[src/rtl/simon_pkg.sv]
// Shared Simon Says definitions: pattern geometry, LED width and the
// playback FSM state type.
package simon_pkg;
  localparam int SIMON_MAX_LEN = 16;
  localparam int LED_W         = 10;
  localparam int STEP_W        = 4;

  typedef enum logic [2:0] {
    IDLE  = 3'd0,
    FETCH = 3'd1,
    ON    = 3'd2,
    OFF   = 3'd3,
    DONE  = 3'd4
  } disp_state_t;

  function automatic int max2(input int a, input int b);
    return (a > b) ? a : b;
  endfunction
endpackage

[src/rtl/display_timer.sv]
// Loadable down-counter shared by the lit and dark phases; a loaded value N
// makes expire rise on the Nth cycle after the load.
module display_timer #(
  parameter int W = 8
) (
  input  logic         clk,
  input  logic         reset,
  input  logic         load,
  input  logic [W-1:0] value,
  output logic         expire
);
  logic [W-1:0] cnt_q, cnt_d;

  always_comb begin
    cnt_d = cnt_q;
    if (load)               cnt_d = value;
    else if (cnt_q != '0)   cnt_d = cnt_q - W'(1);
  end

  always_ff @(posedge clk or posedge reset) begin
    if (reset) cnt_q <= '0;
    else       cnt_q <= cnt_d;
  end

  assign expire = (cnt_q == W'(1));
endmodule

[src/rtl/sequence_display.sv]
// Simon Says playback engine: walks the stored pattern, lighting each step
// for ON_CYCLES then a dark gap of OFF_CYCLES, and pulses display_done.
module sequence_display
  import simon_pkg::*;
#(
  parameter int MAX_LEN    = SIMON_MAX_LEN,
  parameter int ON_CYCLES  = 25_000_000,
  parameter int OFF_CYCLES = 12_500_000
) (
  input  logic                         clk,
  input  logic                         reset,
  input  logic                         on_off,
  input  logic                         start,
  input  logic [$clog2(MAX_LEN+1)-1:0] seq_len,
  output logic [$clog2(MAX_LEN)-1:0]   step_addr,
  input  logic [STEP_W-1:0]            step_data,
  output logic [LED_W-1:0]             led,
  output logic                         busy,
  output logic                         display_done
);
  localparam int AW = $clog2(MAX_LEN);
  localparam int LW = $clog2(MAX_LEN+1);
  localparam int TW = $clog2(max2(ON_CYCLES, OFF_CYCLES) + 1);

  disp_state_t       state_q, state_d;
  logic [LW-1:0]     len_q, len_d;
  logic [AW-1:0]     idx_q, idx_d;
  logic [AW-1:0]     addr_q, addr_d;
  logic [LED_W-1:0]  led_q, led_d;
  logic              done_q, done_d;
  logic              tmr_load;
  logic [TW-1:0]     tmr_val;
  logic              tmr_expire;

  display_timer #(.W(TW)) u_timer (
    .clk    (clk),
    .reset  (reset),
    .load   (tmr_load),
    .value  (tmr_val),
    .expire (tmr_expire)
  );

  always_comb begin
    state_d  = state_q;
    len_d    = len_q;
    idx_d    = idx_q;
    addr_d   = addr_q;
    led_d    = led_q;
    done_d   = 1'b0;
    tmr_load = 1'b0;
    tmr_val  = '0;
    if (!on_off) begin
      // Abort: go dark and park the timer so a later start begins clean.
      state_d  = IDLE;
      idx_d    = '0;
      led_d    = '0;
      tmr_load = 1'b1;
    end else begin
      case (state_q)
        IDLE: begin
          led_d = '0;
          if (start) begin
            len_d = (int'(seq_len) > MAX_LEN) ? LW'(MAX_LEN) : seq_len;
            idx_d = '0;
            if (len_d == '0) begin
              state_d = DONE;
              done_d  = 1'b1;
            end else begin
              state_d = FETCH;
              addr_d  = '0;
            end
          end
        end
        FETCH: begin
          led_d    = LED_W'(step_data);
          tmr_load = 1'b1;
          tmr_val  = TW'(ON_CYCLES);
          state_d  = ON;
        end
        ON: begin
          if (tmr_expire) begin
            led_d    = '0;
            tmr_load = 1'b1;
            tmr_val  = TW'(OFF_CYCLES);
            state_d  = OFF;
          end
        end
        OFF: begin
          if (tmr_expire) begin
            if (LW'(idx_q) == len_q - LW'(1)) begin
              state_d = DONE;
              done_d  = 1'b1;
            end else begin
              idx_d   = idx_q + AW'(1);
              addr_d  = idx_q + AW'(1);
              state_d = FETCH;
            end
          end
        end
        DONE:    state_d = IDLE;
        default: state_d = IDLE;
      endcase
    end
  end

  always_ff @(posedge clk or posedge reset) begin
    if (reset) begin
      state_q <= IDLE;
      len_q   <= '0;
      idx_q   <= '0;
      addr_q  <= '0;
      led_q   <= '0;
      done_q  <= 1'b0;
    end else begin
      state_q <= state_d;
      len_q   <= len_d;
      idx_q   <= idx_d;
      addr_q  <= addr_d;
      led_q   <= led_d;
      done_q  <= done_d;
    end
  end

  assign step_addr    = addr_q;
  assign led          = led_q;
  assign display_done = done_q;
  assign busy         = (state_q != IDLE);
endmodule

[config.mk]
export PLATFORM = sky130hd
export DESIGN_NAME = sequence_display
export DESIGN_NICKNAME = d
export VERILOG_FILES = /design/src/rtl/simon_pkg.sv /design/src/rtl/display_timer.sv /design/src/rtl/sequence_display.sv
export SDC_FILE = /design/constraint.sdc
export NUM_CORES = 1
export LEC_CHECK = 0
export ABC_AREA = 0
export ABC_CLOCK_PERIOD_IN_PS = 3800
export BUFFER_PORTS_ARGS = -buffer_cell sky130_fd_sc_hd__buf_4
export CAP_MARGIN = 20
export CORE_UTILIZATION = 35
export CTS_CLUSTER_DIAMETER = 200
export CTS_CLUSTER_SIZE = 40
export DETAILED_ROUTE_END_ITERATION = 8
export MAX_ROUTING_LAYER = met4
export PLACE_DENSITY = 0.56
export SETUP_SLACK_MARGIN = 0.2
export SYNTH_ARGS = -nofsm -noshare
export SYNTH_HDL_FRONTEND = slang
export SYNTH_SLANG_ARGS = --single-unit
[constraint.sdc]
create_clock -name clk -period 3.8 [get_ports clk]
set_clock_uncertainty 0.05 [all_clocks]
set_input_delay 0.76 -clock clk [delete_from_list [all_inputs] [get_ports clk]]
set_output_delay 0.76 -clock clk [all_outputs]
set_load 0.005 [all_outputs]
---- After elaboration in Yosys (flattened, before gate mapping) ----
Index checks and enable logic that the tools add are counted.
cells by class
  add/subtract/negate cells ............... 3
  equality and inequality tests ........... 15
  mux-type cells .......................... 33
  order comparisons ....................... 1
  reduce and logical (&&, ||, !) cells .... 11
operators with widths
  operator                 number
  $mux W25                 3
  $pmux W25 S2             1
  $pmux W10 S3             1
  $eq A25 B1 Y1 const B    1
  $reduce_bool A25 Y1      1
  $sub A25 B1 Y25 const B  1
  $mux W24                 1
  $mux W4                  6
  $mux W10                 2
  $mux W3                  6
  $pmux W4 S2              2
  $ne A3 B3 Y1 const B     4
  $pmux W3 S4              1
  $ne A2 B2 Y1 const B     4
  $mux W1                  7
  $eq A3 B2 Y1 const B     2
  $reduce_and A3 Y1        2
  $reduce_and A6 Y1        1
  $eq A4 B5 Y1             1
  $gt A5 B5 Y1 const B     1
  $logic_not A5 Y1         1
  $mux W5                  1
  $sub A5 B1 Y5 const B    1
  $add A4 B1 Y4 const B    1
  other kinds (9)          11
word-level totals
  output and inout bits ................... 16
  flip-flop bits (word level) ............. 52
  input bits .............................. 13
  logic and storage cells ................. 70

---- Longest topological paths before layout ----
Gate-level depths: netlist of run 1.
  depth in word-level cells ............... 7
  gate-level depth with buffers ........... 8
  depth with buffers taken out ............ 7

---- Cells and area by module ----
A second synthesis of run 1 with hierarchy kept.
unflattened totals
  cell total of the unflattened synthesis .. 307
  area, all modules ....................... 2939.1 um^2
by module, submodules not included
  module            instances  area each (um^2)  seq. area each (um^2)  cells each
  display_timer     1          1647.8            625.6                  173
  sequence_display  1          1291.2            525.5                  134

---- Least setup slack after synthesis of run 1 ----
OpenSTA, ideal clock, no wires.
  path kind ............................... input-to-reg
  from .................................... input seq_len[1]
  to ...................................... register addr_q[3], in the netlist step_addr[3]
  setup time .............................. 128 ps
  data arrival time ....................... 2061 ps
  required time ........................... 3622 ps
  stages .................................. 5
  slack ................................... 1561 ps
  path buffers ............................ 0
  path through ............................ or4_1 nor2_1 nor2_1 a32o_1 mux2_1
between the ends
  word-level cells in the longest chain between the ends .. 5
RTL lines
  element                          line                     RTL
  start: declaration               sequence_display.sv:14   input logic [$clog2(MAX_LEN+1)-1:0] seq_len,
  $gt A5 B5 Y1                     sequence_display.sv:63   len_d = (int'(seq_len) > MAX_LEN) ? LW'(MAX_LEN) : seq_len;
  $mux W5 (*)                      sequence_display.sv:63
  $logic_not A5 Y1 (*)             sequence_display.sv:65   if (len_d == '0) begin
  $ne A2 B2 Y1 (no line) (*)       n/a
  $reduce_and A6 Y1 (no line) (*)  n/a
  end signal: assignment           sequence_display.sv:118  addr_q <= addr_d;
  end: declaration                 sequence_display.sv:28   logic [AW-1:0] addr_q, addr_d;
Every way passes the cells marked *; elsewhere a longest branch is shown, timed or not.
A chain may end at the register's enable or synchronous reset.

---- Worst setup path in the final report of run 1 ----
  from .................................... register u_timer.cnt_q[11]
  to ...................................... register addr_q[3], in the netlist step_addr[3]
between the ends
  word-level cells in the longest chain between the ends .. 3
RTL lines
  element                      line                 RTL
  start: declaration           display_timer.sv:12  logic [W-1:0] cnt_q, cnt_d;
  start signal: assignment     display_timer.sv:22  else cnt_q <= cnt_d;
  $eq A25 B1 Y1                display_timer.sv:25  assign expire = (cnt_q == W'(1));
  $ne A2 B2 Y1 (no line)       n/a
  $reduce_and A6 Y1 (no line)  n/a
Every way passes these cells.

==> flow_summary_export.csv, run 1 <==
group,metric,value,unit
run,maxCapViolations,0,
logic_synthesis,async_reset_ff_frac,1.00,
global_routing,grt_overflow,0,
worst_setup_path,required,3950,ps
die,rows,32,
cts,cts_htree_levels,2,
worst_setup_path,cp.arrival,2720,ps
global_routing,use_met1,0.224,
cts,clkTransAtPathRegs,100,ps
run_status,status,"completed",
logic_synthesis,ys_seq_area_frac,0.407,
sta,maxSlewViolCount,0,
logic_synthesis,netlist_area,2830,um^2
global_routing,gr-usage-met2,0.267,
sta,relSlewSlack,0.539,
worst_setup_path,r2r-start,"u_timer.cnt_q[11]$_DFFE_PP0P_",
die,initial_core_util,0.364,
drt,route.detailed.drc,0,
logic_synthesis,synthTopCellsByArea,"dfrtp_1, xor2_1, nor2_1",
global_routing,grt_pass1_wl,11000,um
worst_setup_path,critical_path_class,"reg2reg",
power_and_ir_drop,clock_power_share,0.152,
global_routing,grt.busiest_layer,"met2",
drt,drt_first_pass_iters,4,
sta,worst_slew_pin_slew,686,ps
drt,avgRoutedWirePerCell,14.9,um
drt,detail-route-antenna-nets,0,
cts,clockBufferDepth,2,
global_routing,antenna_found_initial,0,
logic_synthesis,synth.avg_cell_area,9.20,um^2
drt,via_count,2319,
sta,setup_viol,0,
sta,fin_crit_sh,0.674,
logic_synthesis,synth_common_cells,"dfrtp_1, nor2_1, nand2_1",
power_and_ir_drop,pwr-share-comb,0.509,
worst_setup_path,r2r_setup_slack,1240,ps
drt,wirelength,6460,um
placement,io_buffer_count,22,
cts,clock_sinks,46,
global_routing,grt_use_met3,0.0249,
die,die_w,91.8,um
logic_synthesis,yosysTopAreaCellShare,0.407,
global_routing,grt_usage,0.168,
sta,rsz0062_at_grt,"false",
cts,postCtsSetupRepairBufs,0,
cts,cts_made_buffers,5,
placement,place.gp.congestion,0.775,
worst_setup_path,cp-end-kind,"register",
power_and_ir_drop,internal_power,0.00137,W
cells_and_area,nNetsFinal,347,
sta,tns,0,ps
power_and_ir_drop,p_leak,1.40,nW
power_and_ir_drop,p_sw,0.00113,W
cts,clk_latency,310,ps
worst_setup_path,path_max_fanout,9,
drt,vias_per_cell,5.37,
sta,final_hold_viol_count,0,
cells_and_area,drive_above_1_share,0.164,
logic_synthesis,yosysUniqueCellTypes,60,
cts,cts_root_buffer,"clkbuf_8",
logic_synthesis,ys_ff_latch,46,
logic_synthesis,dominantRegCellSynth,"dfrtp_1",
drt,drt_iter0_markers,115,
logic_synthesis,yosysMostFrequentCell,"dfrtp_1",
power_and_ir_drop,swShare,0.452,
sta,final.setup.worst_slack,1240,ps
power_and_ir_drop,p_seq_frac,0.340,
die,die_area,8440,um^2
worst_setup_path,worstRegToRegCells,5,
power_and_ir_drop,power_density,778,nW/um^2
sta,fmax,390,MHz
cts,holdBufCountCts,0,
logic_synthesis,yosysTopAreaCell,"dfrtp_1",
die,ios,29,
cells_and_area,antenna_cells,0,
cts,cts_tree,"yes",
global_routing,grt_pass1_vias,2240,
placement,place_ws,1270,ps
power_and_ir_drop,vdd_ir_drop_max,293,uV
die,coreArea,7770,um^2
sta,timing.final.crit_period,2560,ps
worst_setup_path,start_kind,"register",
global_routing,grt_start_max_net_pins,47,
worst_setup_path,r2r-end,"step_addr[3]$_DFFE_PP0P_",
logic_synthesis,synthCells,307,
placement,dp_hpwl,4570,um
cts,post_cts_resized,0,
cells_and_area,syn_to_final_growth,13.8,%
min_path,hold_class,"in2async",
die,fp.dieH,91.8,um
logic_synthesis,ys_warn_count,0,
logic_synthesis,synth-edff-count,0,
-- critical path, cell delays in order (launching register included) --
cell and delay [ps]:
dfrtp_1 430, nor4_2 620, nand2_2 280, a2111oi_0 480
a32o_1 270, mux2_1 330
-- power groups by stage --
stage               Combinational [W]  Clock, W  Sequential (W)
CTS                           0.00127  0.000394        0.000849
finish                        0.00127  0.000379        0.000850
detailed placement            0.00127         0        0.000856
global placement              0.00126         0        0.000855
global route                  0.00143  0.000409        0.000879
floorplan                     0.00103         0        0.000782
-- state kept, by name, indices dropped and copies added (netlist names) --
register,count
display_done,1
idx_q,4
led,4
len_q,5
state_q,3
step_addr,4
u_timer.cnt_q,25
-- per-layer routing --
| layer | part of all wire | wire length, um |
|---|---|---|
| met3 | 0.024 | 157 |
| met4 | 0.0087 | 56 |
| met2 | 0.47 | 3070 |
| met1 | 0.49 | 3180 |
| met5 | 0 | 0 |
-- cells by family (layout without fill, tap and decap cells) --
group,count (synthesis),count (layout),synth area share
other,1,6,0.00133
xor gates and xnor gates,28,28,0.0868
AOI/OAI and AO/OA,69,69,0.170
buffers and inverters,29,47,0.0478
adders and majority gates,5,5,0.0221
DFF,46,46,0.407
and+or+nand+nor,125,125,0.249
muxes,4,4,0.0151
-- cell type report --
cell class	instances	area (um^2)
clock buffers	5	68.8
clock inverters	3	43.8
fillers	769	4550
inverters	12	45.0
multi-input cells	237	1560
flip-flops and latches	46	1150
well taps	102	128
repair buffers	27	215
-- cells in the final DEF, fill, tap and decap left out, types with 3 or more instances in the layout --
| master | count |
|---|---|
| a21oi_1 | 17 |
| a32o_1 | 5 |
| buf_4 | 26 |
| clkbuf_8 | 5 |
| conb_1 | 6 |
| dfrtp_1 | 46 |
| ha_1 | 5 |
| inv_1 | 11 |
| nand2_1 | 19 |
| nand2b_1 | 9 |
| nand3_1 | 10 |
| nand4_1 | 7 |
| nor2_1 | 32 |
| nor3_1 | 12 |
| nor4_1 | 4 |
| nor4_2 | 4 |
| o211ai_1 | 3 |
| o21a_1 | 5 |
| o21ai_0 | 14 |
| o2bb2ai_1 | 4 |
| o32ai_1 | 3 |
| or3_1 | 3 |
| or4_1 | 6 |
| xnor2_1 | 13 |
| xor2_1 | 15 |
-- per-stage QoR --
step / cells / hold WS, ps / cell area [um^2] / utilization / power, W
after CTS: 431 / 468 / 3200 / 0.411 / 0.00252
final: 432 / 338 / 3220 / 0.414 / 0.00250
after global routing: 432 / 349 / 3220 / 0.414 / 0.00272
after detailed placement: 423 / 445 / 3080 / 0.397 / 0.00212
after floorplan: 312 / 423 / 2840 / - / 0.00181
after global placement: 423 / 432 / 3080 / 0.397 / 0.00211
-- worst max-delay path by stage --
| stage | start | end | slack (ps) |
|---|---|---|---|
| finish | u_timer.cnt_q[11]$_DFFE_PP0P_ | step_addr[3]$_DFFE_PP0P_ | 1240 |
| global route | u_timer.cnt_q[11]$_DFFE_PP0P_ | step_addr[3]$_DFFE_PP0P_ | 1080 |
| CTS | u_timer.cnt_q[11]$_DFFE_PP0P_ | step_addr[3]$_DFFE_PP0P_ | 1270 |
| detailed placement | seq_len[1] | step_addr[3]$_DFFE_PP0P_ | 1270 |
| global placement | seq_len[1] | step_addr[3]$_DFFE_PP0P_ | 1300 |
| floorplan | seq_len[1] | step_addr[3]$_DFFE_PP0P_ | 1560 |
No activity file was read; power rests on OpenSTA's default activity.
==> run 2: changes to the inputs <==
Settings changed: ABC_CLOCK_PERIOD_IN_PS 3800 to 2250, PLACE_DENSITY 0.56 to 0.58.
Clock period 3.8 ns to 2.25 ns, I/O delays scaled along.
==> run 2 against run 1 <==
Against the previous run:
- utilization grew 7.9 points
- clock power grew 66%
- combinational power grew to 2.6 times the previous value
- global-route usage grew 1.4 points
- non-clock buffer count grew 39
- sequential cell count is the same
- setup slack lost 1200 ps
- critical endpoint is now u_timer.cnt_q[23]$_DFFE_PP0P_
- largest power group unchanged
==> flow_summary_export.csv, run 2 (synthesized netlist as in run 1, its figures left out) <==
group,metric,value,unit
power_and_ir_drop,vdd_ir_drop_max,525,uV
sta,setup_viol,0,
power_and_ir_drop,swShare,0.442,
worst_setup_path,start_kind,"register",
power_and_ir_drop,p_seq_frac,0.266,
die,die_area,8440,um^2
drt,route.detailed.drc,0,
cells_and_area,num-fill-cells,712,
global_routing,grt_start_max_net_pins,25,
power_and_ir_drop,pwr-share-comb,0.615,
worst_setup_path,required,2430,ps
power_and_ir_drop,p_sw,0.00234,W
cells_and_area,nNetsFinal,386,
die,fp.dieH,91.8,um
die,coreArea,7770,um^2
worst_setup_path,cp-end-kind,"register",
sta,worst_slew_pin_slew,544,ps
cts,cts_tree,"yes",
cts,cts_made_buffers,5,
cells_and_area,final_common_cell,"buf_4",
worst_setup_path,crit_family,"simple AND/OR/NAND/NOR gates",
run,maxCapViolations,0,
drt,vias_per_cell,5.38,
power_and_ir_drop,power_density,1380,nW/um^2
sta,tns,0,ps
die,rows,32,
worst_setup_path,cp-endpoint,"u_timer.cnt_q[23]$_DFFE_PP0P_",
placement,place_ws,60.5,ps
die,ios,29,
cts,cts_root_buffer,"clkbuf_8",
cts,clkTransAtPathRegs,100,ps
global_routing,grt.busiest_layer,"met2",
cells_and_area,final_area,3830,um^2
placement,io_buffer_count,22,
worst_setup_path,r2r_setup_slack,80,ps
sta,fin_crit_sh,0.966,
worst_setup_path,cp_num_buf_inv,1,
drt,via_count,2533,
sta,timing.final.crit_period,2170,ps
cts,clockBufferDepth,2,
drt,wirelength,7230,um
worst_setup_path,cp-startpoint,"u_timer.cnt_q[1]$_DFFE_PP0P_",
power_and_ir_drop,clock_power_share,0.119,
cells_and_area,drive_above_1_share,0.374,
cts,clk_latency,300,ps
drt,detail-route-antenna-nets,0,
worst_setup_path,max_stage_delay,510,ps
placement,place.gp.congestion,0.804,
worst_setup_path,worstPathCellList,"buf_6 -> or4_4 -> or4_4 -> or3_1 -> a21o_1 -> a21oi_2",
drt,drt_first_pass_iters,5,
sta,maxSlewViolCount,0,
cells_and_area,post-route-util,0.493,
sta,final.setup.worst_slack,77.4,ps
global_routing,grt_usage,0.182,
worst_setup_path,cp.arrival,2360,ps
global_routing,gr-usage-met2,0.277,
cells_and_area,antenna_cells,0,
worst_setup_path,r2r-end,"u_timer.cnt_q[23]$_DFFE_PP0P_",
die,initial_core_util,0.364,
worst_setup_path,crit_slowest_cell,"or4_4",
cts,clock_sinks,46,
global_routing,use_met1,0.259,
global_routing,grt_overflow,0,
worst_setup_path,critical_path_class,"reg2reg",
worst_setup_path,cp.depth,6,
cts,cts_htree_levels,2,
cells_and_area,mostFrequentLayoutCells,"buf_4, dfrtp_1, nor2_1, nand2_1, xor2_1",
cells_and_area,syn_to_final_growth,35.6,%
drt,drt_iter0_markers,149,
placement,dp_hpwl,5070,um
worst_setup_path,worstRegToRegCells,6,
die,die_w,91.8,um
min_path,hold_class,"in2async",
worst_setup_path,cp_common_cell,"or4_4",
sta,final_hold_viol_count,0,
cells_and_area,largest_register_ffs,25,
global_routing,grt_use_met3,0.0216,
run_status,status,"completed",
cells_and_area,top_regs,"u_timer.cnt_q (25), len_q (5)",
sta,rsz0062_at_grt,"true",
power_and_ir_drop,p_leak,1.66,nW
sta,relSlewSlack,0.637,
power_and_ir_drop,internal_power,0.00296,W
sta,fmax,460,MHz
drt,avgRoutedWirePerCell,15.3,um
worst_setup_path,path_max_fanout,2,
global_routing,grt_pass1_wl,12100,um
cells_and_area,largest-register,"u_timer.cnt_q",
cells_and_area,multi_input_area,1860,um^2
global_routing,grt_pass1_vias,2536,
global_routing,antenna_found_initial,0,
placement,placed_area,3380,um^2
cells_and_area,register_area,1150,um^2
worst_setup_path,r2r-start,"u_timer.cnt_q[1]$_DFFE_PP0P_",
==> run 2: cell types whose count changed in the layout (fill, tap and decap cells not counted), moves of 4 or more <==
cell / change
or4_1: -5
buf_6: +5
nor2_1: -4
or4_4: +5
a21oi_2: +10
a21oi_1: -10
buf_4: +33
==> run 2: layer usage <==
metal,vias to the layer above,routed length (um)
met5,-,0
met4,0,71
met3,7,259
met2,57,3290
met1,1243,3610
li1,1226,-
==> run 2: area by class of cell <==
class / count / area share
Multi-Input combinational cell: 237 / 0.484
Sequential cell: 46 / 0.301
Timing Repair Buffer: 66 / 0.141
Tap cell: 102 / 0.0333
Clock buffer: 5 / 0.0180
Inverter: 12 / 0.0118
Clock inverter: 3 / 0.0105
==> run 2: metrics by stage <==
step	std cells	power, W	hold slack, ps
finish	471	0.00530	138
global route	471	0.00570	199
CTS	471	0.00499	168
detailed placement	456	0.00411	445
global placement	456	0.00409	438
floorplan	312	0.00313	423
==> run 2: timing repair <==
item                       4_1_cts  5_1_grt
hold buffers                     0        0
setup endpoints to repair       23       39
buffers inserted                 7        0
gates resized for setup         15       47
pin swaps                        6       17
cloned                           0        0
==> run 2: worst reg2reg max path, stage by stage, from the launching register on <==
cell	delay [ps]
dfrtp_1	400
buf_6	120
or4_4	510
or4_4	430
or3_1	310
a21o_1	170
a21oi_2	120
==> run 2: worst min path at each step <==
stage	endpoint	slack [ps]	cells after the start	from
6_report	display_done$_DFF_PP0_	140	2	reset
5_1_grt	display_done$_DFF_PP0_	200	2	reset
4_1_cts	display_done$_DFF_PP0_	170	2	reset
3_5_place_dp	step_addr[3]$_DFFE_PP0P_	450	1	step_addr[3]$_DFFE_PP0P_
3_3_place_gp	step_addr[3]$_DFFE_PP0P_	440	1	step_addr[3]$_DFFE_PP0P_
2_1_floorplan	len_q[1]$_DFFE_PP0P_	420	2	len_q[1]$_DFFE_PP0P_
==> run 2: power by group through the flow <==
stage	logic, W	registers [W]	clock network (W)
global route	0.00359	0.00145	0.000668
finish	0.00326	0.00141	0.000628
CTS	0.00297	0.00138	0.000639
floorplan	0.00180	0.00134	0
detailed placement	0.00271	0.00140	0
global placement	0.00271	0.00138	0
==> run 3: changes to the inputs <==
Settings changed: CORE_MARGIN from default to 2, CTS_BUF_LIST from default to sky130_fd_sc_hd__clkbuf_2 sky130_fd_sc_hd__clkbuf_4 sky130_fd_sc_hd__clkbuf_8.
==> run 3 against run 2 <==
Against the previous run:
- power down 3.9%
- design area fell by 3.0%
- utilization is 1.5 points lower
- final cell count rose by 0.42%
- global-route usage shrank 0.60 points
- critical path depth down 1
- combinational power shrank 4%
- critical path type unchanged
- sequential share of layout area is 0.89 points higher
- non-clock buffer count grew 2
==> flow_summary_export.csv, run 3 (synthesized netlist as in run 1, its figures left out) <==
group,metric,value,unit
worst_setup_path,r2r-end,"u_timer.cnt_q[23]$_DFFE_PP0P_",
die,rows,32,
cts,clock_sinks,46,
worst_setup_path,worstRegToRegCells,5,
drt,wirelength,7260,um
sta,finalHoldWorstSlack,177,ps
min_path,hold_class,"in2async",
sta,relSlewSlack,0.579,
drt,dr_wl_met3,181,um
drt,vias_per_cell,5.25,
die,die_area,8810,um^2
global_routing,grt_pass1_wl,12000,um
global_routing,grt_pass1_vias,2468,
sta,maxSlewViolCount,0,
sta,fin_crit_sh,0.961,
die,fp.dieH,93.8,um
drt,met1_length,3600,um
sta,tns,0,ps
placement,dp_hpwl,5060,um
die,ios,29,
drt,route.top_layer_used,"met4",
cells_and_area,mostFrequentLayoutCells,"buf_4, dfrtp_1, nor2_1, nand2_1",
cells_and_area,top_regs,"u_timer.cnt_q (25), len_q (5)",
cts,cts_made_buffers,5,
cells_and_area,antenna_cells,0,
global_routing,antenna_found_initial,0,
cts,cts_htree_levels,2,
cells_and_area,instances_no_fill,473,
cells_and_area,post-route-util,0.479,
cts,cts_root_buffer,"clkbuf_8",
drt,drt_iter0_markers,96,
cells_and_area,nNetsFinal,388,
cells_and_area,final_area,3720,um^2
sta,worst_slew_pin_slew,631,ps
worst_setup_path,critical_path_class,"reg2reg",
power_and_ir_drop,power_density,1370,nW/um^2
drt,avgRoutedWirePerCell,15.4,um
worst_setup_path,cp-endpoint,"u_timer.cnt_q[23]$_DFFE_PP0P_",
drt,via_count,2482,
run_status,status,"completed",
sta,timing.final.crit_period,2160,ps
sta,rsz0062_at_grt,"true",
cells_and_area,syn_to_final_growth,31.6,%
drt,wl_met2,3390,um
worst_setup_path,r2r_setup_slack,90,ps
worst_setup_path,r2r-start,"u_timer.cnt_q[5]$_DFFE_PP0P_",
cells_and_area,final_common_cell,"buf_4",
global_routing,grt_start_max_net_pins,28,
die,initial_core_util,0.364,
worst_setup_path,path_max_fanout,3,
cts,cts_tree,"yes",
run,maxCapViolations,0,
drt,detail-route-antenna-nets,0,
placement,place.gp.congestion,0.808,
placement,io_buffer_count,22,
worst_setup_path,cp-end-kind,"register",
die,coreArea,7770,um^2
cells_and_area,largest_register_ffs,25,
cells_and_area,drive_above_1_share,0.334,
power_and_ir_drop,vdd_ir_drop_max,647,uV
drt,drt_first_pass_iters,4,
placement,dp.cells,453,
global_routing,grt_usage,0.176,
drt,route.detailed.drc,0,
cells_and_area,num-fill-cells,735,
power_and_ir_drop,p_leak,1.64,nW
cells_and_area,largest-register,"u_timer.cnt_q",
worst_setup_path,cp.arrival,2350,ps
die,die_w,93.8,um
worst_setup_path,start_kind,"register",
cts,clk_latency,300,ps
sta,setup_viol,0,
global_routing,grt_overflow,0,
cts,clkTransAtPathRegs,90,ps
placement,placed_area,3360,um^2
worst_setup_path,cp-startpoint,"u_timer.cnt_q[5]$_DFFE_PP0P_",
cts,clockBufferDepth,2,
sta,fmax,463,MHz
sta,final_hold_viol_count,0,
worst_setup_path,required,2430,ps
## run 3: final cells by class
class / count / area, um^2 / share of cell area
clock buffer: 6 / 76.3 / 0.0205
inverter: 12 / 45.0 / 0.0121
sequential: 46 / 1150 / 0.310
clock inverter: 2 / 13.8 / 0.00370
multi-input combinational: 237 / 1760 / 0.473
tap: 102 / 128 / 0.0343
timing repair buffer: 68 / 543 / 0.146
## run 3: how the worst min path moves through the flow
stage / startpoint / end / cells after the start
final: reset / u_timer.cnt_q[3]$_DFFE_PP0P_ / 2
after global routing: reset / u_timer.cnt_q[3]$_DFFE_PP0P_ / 2
after CTS: reset / len_q[0]$_DFFE_PP0P_ / 2
after detailed placement: step_addr[3]$_DFFE_PP0P_ / step_addr[3]$_DFFE_PP0P_ / 1
after global placement: step_addr[3]$_DFFE_PP0P_ / step_addr[3]$_DFFE_PP0P_ / 1
after floorplan: len_q[1]$_DFFE_PP0P_ / len_q[1]$_DFFE_PP0P_ / 2
## run 3: metrics by stage
step,setup WS [ps],total power [W]
2_1_floorplan,135,0.00313
3_3_place_gp,82.2,0.00407
3_5_place_dp,39.6,0.00409
4_1_cts,88.6,0.00489
5_1_grt,29.2,0.00550
6_report,88.3,0.00509
## run 3: timing repair
item | 4_1_cts | 5_1_grt
cloned | 0 | 0
pin swaps | 5 | 7
hold endpoints to repair | 0 | 0
endpoints found under the setup margin | 24 | 37
hold buffers | 0 | 0
resized for setup | 14 | 21
setup buffers | 11 | 1
## run 3: metal layers
| layer | track usage | up-vias |
|---|---|---|
| li1 | - | 1226 |
| met1 | 0.247 | 1203 |
| met2 | 0.271 | 44 |
| met3 | 0.0273 | 9 |
| met4 | 0.0411 | 0 |
| met5 | - | - |
## run 3: power breakdown
part	switching (W)	internal, W
logic	0.00159	0.00153
registers	0.000358	0.00109
clock network	0.000290	0.000232
total	0.00224	0.00285
## run 3: worst max-delay path: stages, from the launching register on
cell,delay [ps]
dfrtp_1,410
or4_4,550
or4_4,490
or3_1,310
a21o_1,170
a21oi_2,120
